## src/rtl/mmio_uart_pkg.sv

```systemverilog
// Shared constants and types for the memory-mapped UART register block.
// Contents: register indices (reg_addr[4:2]), STATUS bit positions,
// the TX FSM state enum and the register-window select bit.
package mmio_uart_pkg;

    // reg_addr bit that selects the register window
    localparam int unsigned WIN_BIT = 14;

    // Register indices decoded from reg_addr[4:2]
    localparam logic [2:0] REG_TXDATA  = 3'd0;
    localparam logic [2:0] REG_STATUS  = 3'd1;
    localparam logic [2:0] REG_BAUDDIV = 3'd2;
    localparam logic [2:0] REG_CYCLE   = 3'd3;
    localparam logic [2:0] REG_IRQEN   = 3'd4;

    // STATUS register layout
    localparam int unsigned STAT_BUSY    = 0;
    localparam int unsigned STAT_FULL    = 1;
    localparam int unsigned STAT_EMPTY   = 2;
    localparam int unsigned STAT_OVF     = 3;
    localparam int unsigned STAT_CNT_LSB = 8;
    localparam int unsigned STAT_CNT_W   = 8;

    typedef enum logic [1:0] {
        ST_IDLE  = 2'd0,
        ST_START = 2'd1,
        ST_DATA  = 2'd2,
        ST_STOP  = 2'd3
    } tx_state_e;

endpackage

```

## src/rtl/mmio_sync_fifo.sv

```systemverilog
// Synchronous DEPTH x WIDTH FIFO with registered count/full/empty.
// Ports:
//   clk, reset   - clock, async active-low reset (flushes pointers/count)
//   push, wdata  - write request; ignored when full (pre-edge)
//   pop          - read request; ignored when empty
//   head_c       - combinational view of the oldest entry
//   count        - number of stored entries
//   full, empty  - registered flags
module mmio_sync_fifo #(
    parameter int unsigned DEPTH = 8,
    parameter int unsigned WIDTH = 8
) (
    input  logic                       clk,
    input  logic                       reset,
    input  logic                       push,
    input  logic                       pop,
    input  logic [WIDTH-1:0]           wdata,
    output logic [WIDTH-1:0]           head_c,
    output logic [$clog2(DEPTH):0]     count,
    output logic                       full,
    output logic                       empty
);

    localparam int unsigned PTR_W = $clog2(DEPTH);
    localparam int unsigned CNT_W = PTR_W + 1;

    logic [WIDTH-1:0] mem_q [DEPTH];
    logic [PTR_W-1:0] wr_ptr_q, wr_ptr_d;
    logic [PTR_W-1:0] rd_ptr_q, rd_ptr_d;
    logic [CNT_W-1:0] count_q, count_d;
    logic             full_q, full_d;
    logic             empty_q, empty_d;
    logic             push_ok;
    logic             pop_ok;

    // Acceptance uses the pre-edge flags, so a pop never frees a slot for a same-cycle push
    assign push_ok = push && !full_q;
    assign pop_ok  = pop && !empty_q;

    // Pointer/count update; DEPTH is a power of two so pointers wrap naturally
    always_comb begin
        wr_ptr_d = wr_ptr_q;
        rd_ptr_d = rd_ptr_q;
        count_d  = count_q;
        if (push_ok) begin
            wr_ptr_d = wr_ptr_q + PTR_W'(1);
        end
        if (pop_ok) begin
            rd_ptr_d = rd_ptr_q + PTR_W'(1);
        end
        case ({push_ok, pop_ok})
            2'b10:   count_d = count_q + CNT_W'(1);
            2'b01:   count_d = count_q - CNT_W'(1);
            default: count_d = count_q;
        endcase
        full_d  = (count_d == CNT_W'(DEPTH));
        empty_d = (count_d == '0);
    end

    always_ff @(posedge clk or negedge reset) begin
        if (!reset) begin
            wr_ptr_q <= '0;
            rd_ptr_q <= '0;
            count_q  <= '0;
            full_q   <= 1'b0;
            empty_q  <= 1'b1;
        end else begin
            wr_ptr_q <= wr_ptr_d;
            rd_ptr_q <= rd_ptr_d;
            count_q  <= count_d;
            full_q   <= full_d;
            empty_q  <= empty_d;
        end
    end

    // Storage needs no reset; validity is tracked by the pointers
    always_ff @(posedge clk) begin
        if (push_ok) begin
            mem_q[wr_ptr_q] <= wdata;
        end
    end

    assign head_c = mem_q[rd_ptr_q];
    assign count  = count_q;
    assign full   = full_q;
    assign empty  = empty_q;

endmodule

```

## src/rtl/mmio_uart_regs.sv

```systemverilog
// Memory-mapped UART peripheral: TX byte FIFO, 8N1 transmitter, programmable
// baud divider and free-running 32-bit cycle counter.
// Optional feature macro: MMIO_UART_IRQ_EN (adds IRQEN register and irq logic).
// Ports:
//   clk            - system clock, rising edge
//   reset          - asynchronous active-low reset
//   reg_addr       - byte address; bit 14 = window hit, bits[4:2] = register
//   reg_write      - store strobe
//   write_reg_data - store data
//   reg_data       - combinational load data (0 on window miss)
//   uart_tx        - registered serial output, idle high
//   irq            - registered interrupt (0 without MMIO_UART_IRQ_EN)
module mmio_uart_regs
    import mmio_uart_pkg::*;
#(
    parameter int unsigned FIFO_DEPTH       = 8,
    parameter int unsigned DIV_W            = 16,
    parameter int unsigned DEFAULT_BAUD_DIV = 434
) (
    input  logic        clk,
    input  logic        reset,
    input  logic [31:0] reg_addr,
    input  logic        reg_write,
    input  logic [31:0] write_reg_data,
    output logic [31:0] reg_data,
    output logic        uart_tx,
    output logic        irq
);

    localparam int unsigned CNT_W = $clog2(FIFO_DEPTH) + 1;

    logic             hit;
    logic [2:0]       idx;
    logic             wr_en;
    logic             unused_addr;

    logic             fifo_push;
    logic             fifo_pop;
    logic [7:0]       fifo_head;
    logic [CNT_W-1:0] fifo_count;
    logic             fifo_full;
    logic             fifo_empty;

    tx_state_e        state_q, state_d;
    logic [DIV_W-1:0] baud_q, baud_d;
    logic [DIV_W-1:0] div_lat_q, div_lat_d;
    logic [DIV_W-1:0] bcnt_q, bcnt_d;
    logic [2:0]       bit_q, bit_d;
    logic [7:0]       shift_q, shift_d;
    logic             tx_q, tx_d;
    logic             ovf_q, ovf_d;
    logic [31:0]      cyc_q, cyc_d;

    logic [DIV_W-1:0] eff_div;
    logic             bit_end;
    logic             start_frame;
    logic             busy;
    logic [31:0]      status;

    assign hit         = reg_addr[WIN_BIT];
    assign idx         = reg_addr[4:2];
    assign wr_en       = reg_write && hit;
    assign unused_addr = ^{reg_addr[31:WIN_BIT+1], reg_addr[WIN_BIT-1:5], reg_addr[1:0]};

    assign fifo_push   = wr_en && (idx == REG_TXDATA);

    mmio_sync_fifo #(
        .DEPTH (FIFO_DEPTH),
        .WIDTH (8)
    ) u_fifo (
        .clk    (clk),
        .reset  (reset),
        .push   (fifo_push),
        .pop    (fifo_pop),
        .wdata  (write_reg_data[7:0]),
        .head_c (fifo_head),
        .count  (fifo_count),
        .full   (fifo_full),
        .empty  (fifo_empty)
    );

    // A programmed divisor of 0 behaves as 1 clock per bit
    assign eff_div     = (baud_q == '0) ? DIV_W'(1) : baud_q;
    assign bit_end     = (bcnt_q == '0);
    assign busy        = (state_q != ST_IDLE);
    // New frame from IDLE, or back-to-back straight out of the last STOP clock
    assign start_frame = !fifo_empty &&
                         ((state_q == ST_IDLE) || ((state_q == ST_STOP) && bit_end));

    // TX FSM next state; uart_tx is derived from the current state, one clock behind
    always_comb begin
        state_d   = state_q;
        div_lat_d = div_lat_q;
        bcnt_d    = bcnt_q;
        bit_d     = bit_q;
        shift_d   = shift_q;
        fifo_pop  = 1'b0;
        tx_d      = 1'b1;

        if (start_frame) begin
            fifo_pop  = 1'b1;
            shift_d   = fifo_head;
            div_lat_d = eff_div;
            bcnt_d    = eff_div - DIV_W'(1);
            bit_d     = '0;
            state_d   = ST_START;
        end else begin
            case (state_q)
                ST_IDLE: begin
                    state_d = ST_IDLE;
                end
                ST_START: begin
                    if (bit_end) begin
                        state_d = ST_DATA;
                        bcnt_d  = div_lat_q - DIV_W'(1);
                    end else begin
                        bcnt_d = bcnt_q - DIV_W'(1);
                    end
                end
                ST_DATA: begin
                    if (bit_end) begin
                        shift_d = {1'b0, shift_q[7:1]};
                        bcnt_d  = div_lat_q - DIV_W'(1);
                        if (bit_q == 3'd7) begin
                            state_d = ST_STOP;
                        end else begin
                            bit_d = bit_q + 3'd1;
                        end
                    end else begin
                        bcnt_d = bcnt_q - DIV_W'(1);
                    end
                end
                ST_STOP: begin
                    if (bit_end) begin
                        state_d = ST_IDLE;
                    end else begin
                        bcnt_d = bcnt_q - DIV_W'(1);
                    end
                end
                default: begin
                    state_d = ST_IDLE;
                end
            endcase
        end

        case (state_q)
            ST_START: tx_d = 1'b0;
            ST_DATA:  tx_d = shift_q[0];
            default:  tx_d = 1'b1;
        endcase
    end

    // Register writes, overflow flag and cycle counter
    always_comb begin
        baud_d = baud_q;
        ovf_d  = ovf_q;
        cyc_d  = cyc_q + 32'd1;
        if (wr_en && (idx == REG_BAUDDIV)) begin
            baud_d = write_reg_data[DIV_W-1:0];
        end
        if (wr_en && (idx == REG_CYCLE)) begin
            cyc_d = write_reg_data;
        end
        if (fifo_push && fifo_full) begin
            ovf_d = 1'b1;
        end else if (wr_en && (idx == REG_STATUS) && write_reg_data[STAT_OVF]) begin
            ovf_d = 1'b0;
        end
    end

    always_comb begin
        status                                  = '0;
        status[STAT_BUSY]                       = busy;
        status[STAT_FULL]                       = fifo_full;
        status[STAT_EMPTY]                      = fifo_empty;
        status[STAT_OVF]                        = ovf_q;
        status[STAT_CNT_LSB +: STAT_CNT_W]      = STAT_CNT_W'(fifo_count);
    end

    always_ff @(posedge clk or negedge reset) begin
        if (!reset) begin
            state_q   <= ST_IDLE;
            baud_q    <= DIV_W'(DEFAULT_BAUD_DIV);
            div_lat_q <= DIV_W'(1);
            bcnt_q    <= '0;
            bit_q     <= '0;
            shift_q   <= '0;
            tx_q      <= 1'b1;
            ovf_q     <= 1'b0;
            cyc_q     <= '0;
        end else begin
            state_q   <= state_d;
            baud_q    <= baud_d;
            div_lat_q <= div_lat_d;
            bcnt_q    <= bcnt_d;
            bit_q     <= bit_d;
            shift_q   <= shift_d;
            tx_q      <= tx_d;
            ovf_q     <= ovf_d;
            cyc_q     <= cyc_d;
        end
    end

    assign uart_tx = tx_q;

`ifdef MMIO_UART_IRQ_EN
    logic [1:0] irqen_q, irqen_d;
    logic       irq_q, irq_d;

    // IRQEN[0]: drained and idle; IRQEN[1]: overflow
    always_comb begin
        irqen_d = irqen_q;
        if (wr_en && (idx == REG_IRQEN)) begin
            irqen_d = write_reg_data[1:0];
        end
        irq_d = (irqen_q[0] && fifo_empty && !busy) || (irqen_q[1] && ovf_q);
    end

    always_ff @(posedge clk or negedge reset) begin
        if (!reset) begin
            irqen_q <= '0;
            irq_q   <= 1'b0;
        end else begin
            irqen_q <= irqen_d;
            irq_q   <= irq_d;
        end
    end

    assign irq = irq_q;
`endif

    // Load data mux; a read during a CYCLE write sees the pre-edge count
    always_comb begin
        reg_data = '0;
        if (hit) begin
            case (idx)
                REG_STATUS:  reg_data = status;
                REG_BAUDDIV: reg_data = 32'(baud_q);
                REG_CYCLE:   reg_data = cyc_q;
`ifdef MMIO_UART_IRQ_EN
                REG_IRQEN:   reg_data = 32'(irqen_q);
`endif
                default:     reg_data = '0;
            endcase
        end
    end

`ifndef MMIO_UART_IRQ_EN
    assign irq = 1'b0;
`endif

endmodule

```

## config.mk

```make
export PLATFORM = sky130hd
export DESIGN_NAME = mmio_uart_regs
export DESIGN_NICKNAME = d
export VERILOG_FILES = /design/src/rtl/mmio_uart_pkg.sv /design/src/rtl/mmio_sync_fifo.sv /design/src/rtl/mmio_uart_regs.sv
export SDC_FILE = /design/constraint.sdc
export NUM_CORES = 1
export LEC_CHECK = 0
export ABC_AREA = 1
export CAP_MARGIN = 5
export CORE_MARGIN = 1.5
export CORE_UTILIZATION = 25
export DETAILED_ROUTE_END_ITERATION = 12
export SYNTH_ARGS = -nofsm -noshare
export SYNTH_HDL_FRONTEND = slang
export SYNTH_SLANG_ARGS = --single-unit
```

## constraint.sdc

```tcl
create_clock -name clk -period 3.3 [get_ports clk]
set_clock_uncertainty 0.2 [all_clocks]
set_input_delay 0.495 -clock clk [delete_from_list [all_inputs] [get_ports clk]]
set_output_delay 0.495 -clock clk [all_outputs]
set_load 0.05 [all_outputs]
```

# After elaboration in Yosys (flattened, before gate mapping)

Memory sizes are Yosys's and may differ from the RTL's.
Cells that the tools add are included.

Word-level logic and storage cells: 97
Input port bits: 67
Output and inout port bits: 34
Flip-flop bits (word level): 107
Memory bits (writable): 64
Memories: 1

Reduce and logical (&&, ||, !) cells: 29
Mux-type cells: 28
Add/subtract/negate cells: 9
Equality and inequality tests: 16

Memory list:

| name         | depth | width | rd ports | clocked after memory_dff | write ports | line                 | text |
|---|---|---|---|---|---|---|---|
| u_fifo.mem_q | 8     | 8     | 1        | 0                        | 1           | mmio_sync_fifo.sv:27 | `logic [WIDTH-1:0] mem_q [DEPTH];` |

Operators by type and width:

| cell                                                | number |
|---|---|
| case mux 32 bit (3 select lines)                    | 1 |
| 2-to-1 mux 16 bit                                   | 4 |
| 2-to-1 mux 32 bit                                   | 2 |
| subtractor 16 x 1 -> 16 bit, second input constant  | 3 |
| adder 32 x 1 -> 32 bit, second input constant       | 1 |
| logical NOT 16 bit                                  | 2 |
| case mux 16 bit (2 select lines)                    | 1 |
| 2-to-1 mux 8 bit                                    | 3 |
| != test 3 bit, second input constant                | 5 |
| 2-to-1 mux 3 bit                                    | 4 |
| logical AND 1 bit                                   | 11 |
| 2-to-1 mux 2 bit                                    | 5 |
| adder 3 x 1 -> 3 bit, second input constant         | 3 |
| case mux 2 bit (4 select lines)                     | 1 |
| case mux 4 bit (2 select lines)                     | 1 |
| nonzero test 2 bit                                  | 4 |
| equality test 2 bit, second input constant          | 3 |
| equality test 3 x 2 -> 1 bit, second input constant | 2 |
| 2-to-1 mux 1 bit                                    | 5 |
| adder 4 x 1 -> 4 bit, second input constant         | 1 |
| equality test 2 x 1 -> 1 bit, second input constant | 2 |
| equality test 4 bit, second input constant          | 1 |
| logical NOT 4 bit                                   | 1 |
| AND reduction 2 bit                                 | 2 |
| other kinds (13)                                    | 14 |

# Longest topological paths before layout

Depth after elaboration: 9
Mapped depth: 18

# Cells and area by module

A second synthesis with hierarchy kept.

Cells, all modules: 1225
Area total of the unflattened synthesis: 9631.7 um2

Modules (own cells, without submodules):

| module         | times used | cells each | area each (um2) |
|---|---|---|---|
| mmio_uart_regs | 1          | 953        | 6423.7 |
| mmio_sync_fifo | 1          | 272        | 3208.1 |

# Worst setup path before layout

OpenSTA, ideal clock, no wires.

Path type: register to register
Start point: register bcnt_q[0]
End point: register u_fifo.empty_q, in the netlist u_fifo.empty
Cell stages (with the launch flop): 15
Setup time: 0.067 ns
Path slack: 0.253 ns
Arrival time: 2.779 ns
Data required time: 3.033 ns
Buffers on the path: 1
Path through: dfrtp_1 -> inv_1 -> ha_1 -> nand2_1 -> nor2_1 -> nand3_1 -> a21oi_2 -> buf_2 -> ha_1 -> inv_1 -> fa_1 -> xnor2_1 -> mux2_2 -> or3_1 -> nor2_1

Longest elaborated chain between the ends: 9
Elaborated cells on any way between the ends: 10
Classes of those cells: 2 x eq/ne; 2 x mux; 6 x reduce/logical

Ends and longest elaborated chain:

| element                                                             | line                  | text |
|---|---|---|
| from (decl)                                                         | mmio_uart_regs.sv:47  | `logic [DIV_W-1:0] bcnt_q, bcnt_d;` |
| from (signal assigned)                                              | mmio_uart_regs.sv:195 | `bcnt_q <= bcnt_d;` |
| logical NOT 16 bit *                                                | mmio_uart_regs.sv:84  | `assign bit_end = (bcnt_q == '0);` |
| logical AND 1 bit *                                                 | mmio_uart_regs.sv:88  | `((state_q == ST_IDLE) \|\| ((state_q == ST_STOP) && bit_end));` |
| logical OR 1 bit *                                                  | mmio_uart_regs.sv:88  |  |
| logical AND 1 bit *                                                 | mmio_uart_regs.sv:87  | `assign start_frame = !fifo_empty &&` |
| 2-to-1 mux 1 bit *                                                  | mmio_uart_regs.sv:100 | `if (start_frame) begin` |
| named net fifo_pop                                                  | mmio_uart_regs.sv:38  | `logic fifo_pop;` |
| logical AND 1 bit *                                                 | mmio_sync_fifo.sv:38  | `assign pop_ok = pop && !empty_q;` |
| equality test 2 x 1 -> 1 bit or equality test 2 bit (tied branches) | mmio_sync_fifo.sv:51  | `case ({push_ok, pop_ok})` |
| case mux 4 bit (2 select lines) *                                   | mmio_sync_fifo.sv:51  |  |
| named net u_fifo.count_d[2]                                         | mmio_sync_fifo.sv:30  | `logic [CNT_W-1:0] count_q, count_d;` |
| logical NOT 4 bit *                                                 | mmio_sync_fifo.sv:57  | `empty_d = (count_d == '0);` |
| named net u_fifo.empty_d                                            | mmio_sync_fifo.sv:32  | `logic empty_q, empty_d;` |
| to (signal assigned)                                                | mmio_sync_fifo.sv:72  | `empty_q <= empty_d;` |
| to (decl)                                                           | mmio_sync_fifo.sv:32  |  |

Mark *: on every way through the listed nets, which the timed path passes. The rest lies on a longest branch.
A chain may end at the register's enable or synchronous reset.

# Worst setup path in the final report

Start point: register bcnt_q[1]
End point: register u_fifo.empty_q, in the netlist u_fifo.empty

Longest elaborated chain between the ends: 9
Elaborated cells on any way between the ends: 10
Classes of those cells: 2 x eq/ne; 2 x mux; 6 x reduce/logical

Ends and longest elaborated chain:

| element                                                             | line |
|---|---|
| logical NOT 16 bit *                                                | mmio_uart_regs.sv:84 |
| logical AND 1 bit *                                                 | mmio_uart_regs.sv:88 |
| logical OR 1 bit *                                                  | mmio_uart_regs.sv:88 |
| logical AND 1 bit *                                                 | mmio_uart_regs.sv:87 |
| 2-to-1 mux 1 bit *                                                  | mmio_uart_regs.sv:100 |
| logical AND 1 bit *                                                 | mmio_sync_fifo.sv:38 |
| equality test 2 x 1 -> 1 bit or equality test 2 bit (tied branches) | mmio_sync_fifo.sv:51 |
| case mux 4 bit (2 select lines) *                                   | mmio_sync_fifo.sv:51 |
| named net u_fifo.count_d[2]                                         | mmio_sync_fifo.sv:30 |
| logical NOT 4 bit *                                                 | mmio_sync_fifo.sv:57 |
| named net u_fifo.empty_d                                            | mmio_sync_fifo.sv:32 |

Marks and branches as above.

==> results.yml <==
worst_setup_path:
  worstPathRequired_ns: 3.48
  crit_path_top_delay_cell: "dfrtp_1"
  reg2reg_depth: 13
  end_kind: "flop"
  worstPathCellList: "inv_1, ha_1, nand2_1, nor2_1, nand3_2, a21oi_4, ha_2, inv_1, fa_1, xnor2_1, mux2_2, or3_1, nor2_1"
  critPathLaunchType: "flop"
  path_max_fanout: 3
  critPathKind: "reg -> reg"
  arrival_ns: 3.27
  cp_slowest_stage_delay_ns: 0.38
clocking:
  cts_setup_buffers: 0
  path_clk_slew_ns: 0.08
  cts_buffers: 17
  cts_tree: "yes"
  clockBufferDepth: 2
  clkSinkCount: 171
  cts_root_buf: "clkbuf_16"
  insertion_delay_ns: 0.44
  h-tree-depth: 4
synth:
  synth-main-ff-cell: "dfrtp_1"
  avgSynthCellArea_sq_um: 7.87
  syn_area_sq_um: 9640
  yosys.cell_types.count: 51
  synth_top_area_share_pct: 25.7
  synth-seq-cells: 171
  yosysTopAreaCell: "dfrtp_1"
  yosysSeqAreaShare_pct: 47.8
  synthArstFlopShare_pct: 62.6
  synth_fp_nets: 1309
  netlist_instances: 1225
  synthTopCellsByArea: "dfrtp_1 (26%), edfxtp_1 (20%), nand2_1 (12%)"
  synth_edf_count: 64
  ys_warn_count: 0
final_layout:
  stdcell_count: 1832
  multi_input_area_sq_um: 4400
  syn_to_final_growth_pct: 24.2
  fin_util_pct: 31.6
  antennaDiodeCount: 0
  layout-drive-gt1-share_pct: 9.99
  nFillCells: 4057
  regArea_sq_um: 4610
  nets: 1392
placed_design:
  dp.cells: 1799
  hpwl_mm: 18.6
  io_buffers: 71
  place_congestion: 0.875
worst_hold_path:
  hold_class: "reg -> reg"
  hold_path_depth: 2
route:
  first_pass_iters: 5
  drt-initial-drc-count: 494
  via_count: 8286
  postRouteAntennaNets: 0
  wl_mm: 24.8
  drc: 0
  viasPerCell: 4.52
  wl_per_cell_microns: 13.5
global_routing:
  grt_pass1_wl_mm: 40.8
  grtUsageTotal_pct: 13.0
  grt_max_degree: 73
  grt_pass1_vias: 8048
  grt_antenna_before_repair: 0
  grt-ovfl-total: 0
power_and_ir_drop:
  powerDensity_nw_per_um2: 732
  p_switching_mw: 3.66
  peakVddDrop_uv: 474
  pwr-share-clk_pct: 22.5
  switching_share_pct: 41.7
  p_int_mw: 5.11
  combPwrFrac_pct: 40.0
  power_mw: 8.76
  power_frac_seq_pct: 37.5
  cellLeakagePower_nw: 5.18
floorplan:
  initial_core_util_pct: 25.5
  die_area_sq_um: 39700
  chipHeight_microns: 199
  fp.dieW_microns: 199
  rows: 71
  num_io_pins: 101
  coreArea_sq_um: 37800
job:
  drv_cap: 0
timing:
  setup_viol: 0
  timing.hold.ws_ns: 0.275
  final.setup.tns_ns: 0
  maxSlewViolCount: 0
  fmax_ghz: 0.323
  rsz0062_at_grt: "false"
  tightest_slew_ns: 1.04
  finalHoldViolCount: 0
  min_period_ns: 3.09
  period_share_pct: 93.7
  slew_headroom_pct: 30.8
status:
  run_status: "finished, final reports clean"
==> layer usage <==
layer / track usage [%] / wire length (microns)
met1: 16.8 / 11400
met2: 21.7 / 11800
met3: 2.16 / 1010
met4: 5.15 / 605
met5: 0 / 0
==> repair_timing <==
action | CTS | global route
hold buffers | 1 | 0
endpoints found under the setup margin | 0 | 2
endpoints found under the hold margin | 35 | 0
gates resized for setup | 0 | 2
==> synthesized netlist by cell type, drive strengths merged, types with 16 or more instances <==
cell type,count
nand3,85
nor3,30
inv,125
edfxtp,64
ha,16
buf,17
nand2,312
dfrtp,99
clkbuf,19
nor2,209
xor2,37
o21ai,106
nand4,17
a21oi,23
==> worst paths after layout <==
path | start | endpoint | slack, ns
max in group asynchronous | reset | div_lat_q[0] | 1.76
worst min register to register | shift_q[7] | shift_q[7] | 0.27
min in group asynchronous | reset | cyc_q[22] | 0.36
worst max-delay path | bcnt_q[1] | u_fifo.empty | 0.21
worst max register to register | bcnt_q[1] | u_fifo.empty | 0.21
worst min-delay path | shift_q[7] | shift_q[7] | 0.27
==> area by class of cell <==
cell class              count  area share [%]
clock inverters            11           0.805
inverters                 126            3.95
clock buffers              21            4.12
flip-flops and latches    171            38.5
repair buffers            100            10.5
multi-input cells         892            36.8
well taps                 511            5.34
==> state kept, by name (all words and copies together) (netlist names) <==
name             flops
shift_q              8
baud_q              16
bcnt_q              16
u_fifo.full          1
u_fifo.empty         1
uart_tx              1
u_fifo.count         4
u_fifo.rd_ptr_q      3
u_fifo.mem_q        64
ovf_q                1
state_q              2
u_fifo.wr_ptr_q      3
bit_q                3
cyc_q               32
div_lat_q           16
==> power groups by stage <==
stage | clock [mW] | combinational [mW] | sequential (mW)
finish | 1.97 | 3.50 | 3.29
global route | 2.10 | 4.02 | 3.37
CTS | 2.01 | 3.51 | 3.28
detailed placement | 0 | 3.49 | 3.32
global placement | 0 | 3.43 | 3.31
floorplan | 0 | 2.68 | 3.16
==> kinds of logic (layout without fill, tap and decap cells) <==
group / count (synthesis) / count (layout) / share of synthesized area, %
AOI/OAI and AO/OA: 163 / 163 / 9.63
xor gates and xnor gates: 50 / 50 / 4.54
adders and majority gates: 17 / 17 / 2.29
buffers and inverters: 162 / 258 / 6.69
DFF: 171 / 171 / 47.8
muxes: 2 / 2 / 0.234
other: 1 / 1 / 0.0389
and+or+nand+nor: 659 / 659 / 28.7
==> metrics by stage <==
step	setup WS, ns	cell area (sq um)
floorplan	0.253	9640
global placement	0.164	11400
detailed placement	0.117	11400
CTS	0.0854	12000
global route	0.00250	12000
finish	0.208	12000
==> worst max-delay path: cells and delay by family (launching register included) <==
family / cells / cell delay, ns
fa+ha+maj: 3 / 0.82
xor+xnor: 1 / 0.14
mux: 1 / 0.27
flops: 1 / 0.38
buf+inv: 2 / 0.18
compound gates: 1 / 0.18
simple gates: 5 / 0.86
==> layout by cell type, fill, tap and decap left out, types with 17 or more instances in the layout <==
master and instances:
nand4_1 17, edfxtp_1 64, clkdlybuf4s50_1 38, nor3_1 28, buf_4 28, inv_1 122
clkbuf_16 19, a21oi_1 22, dfrtp_1 99, xor2_1 37, o21ai_0 85, nand2_1 309
buf_12 33, o21ai_1 20, nand3_1 83, nor2_1 197
Note: power is estimated with default switching activity, not from simulation.
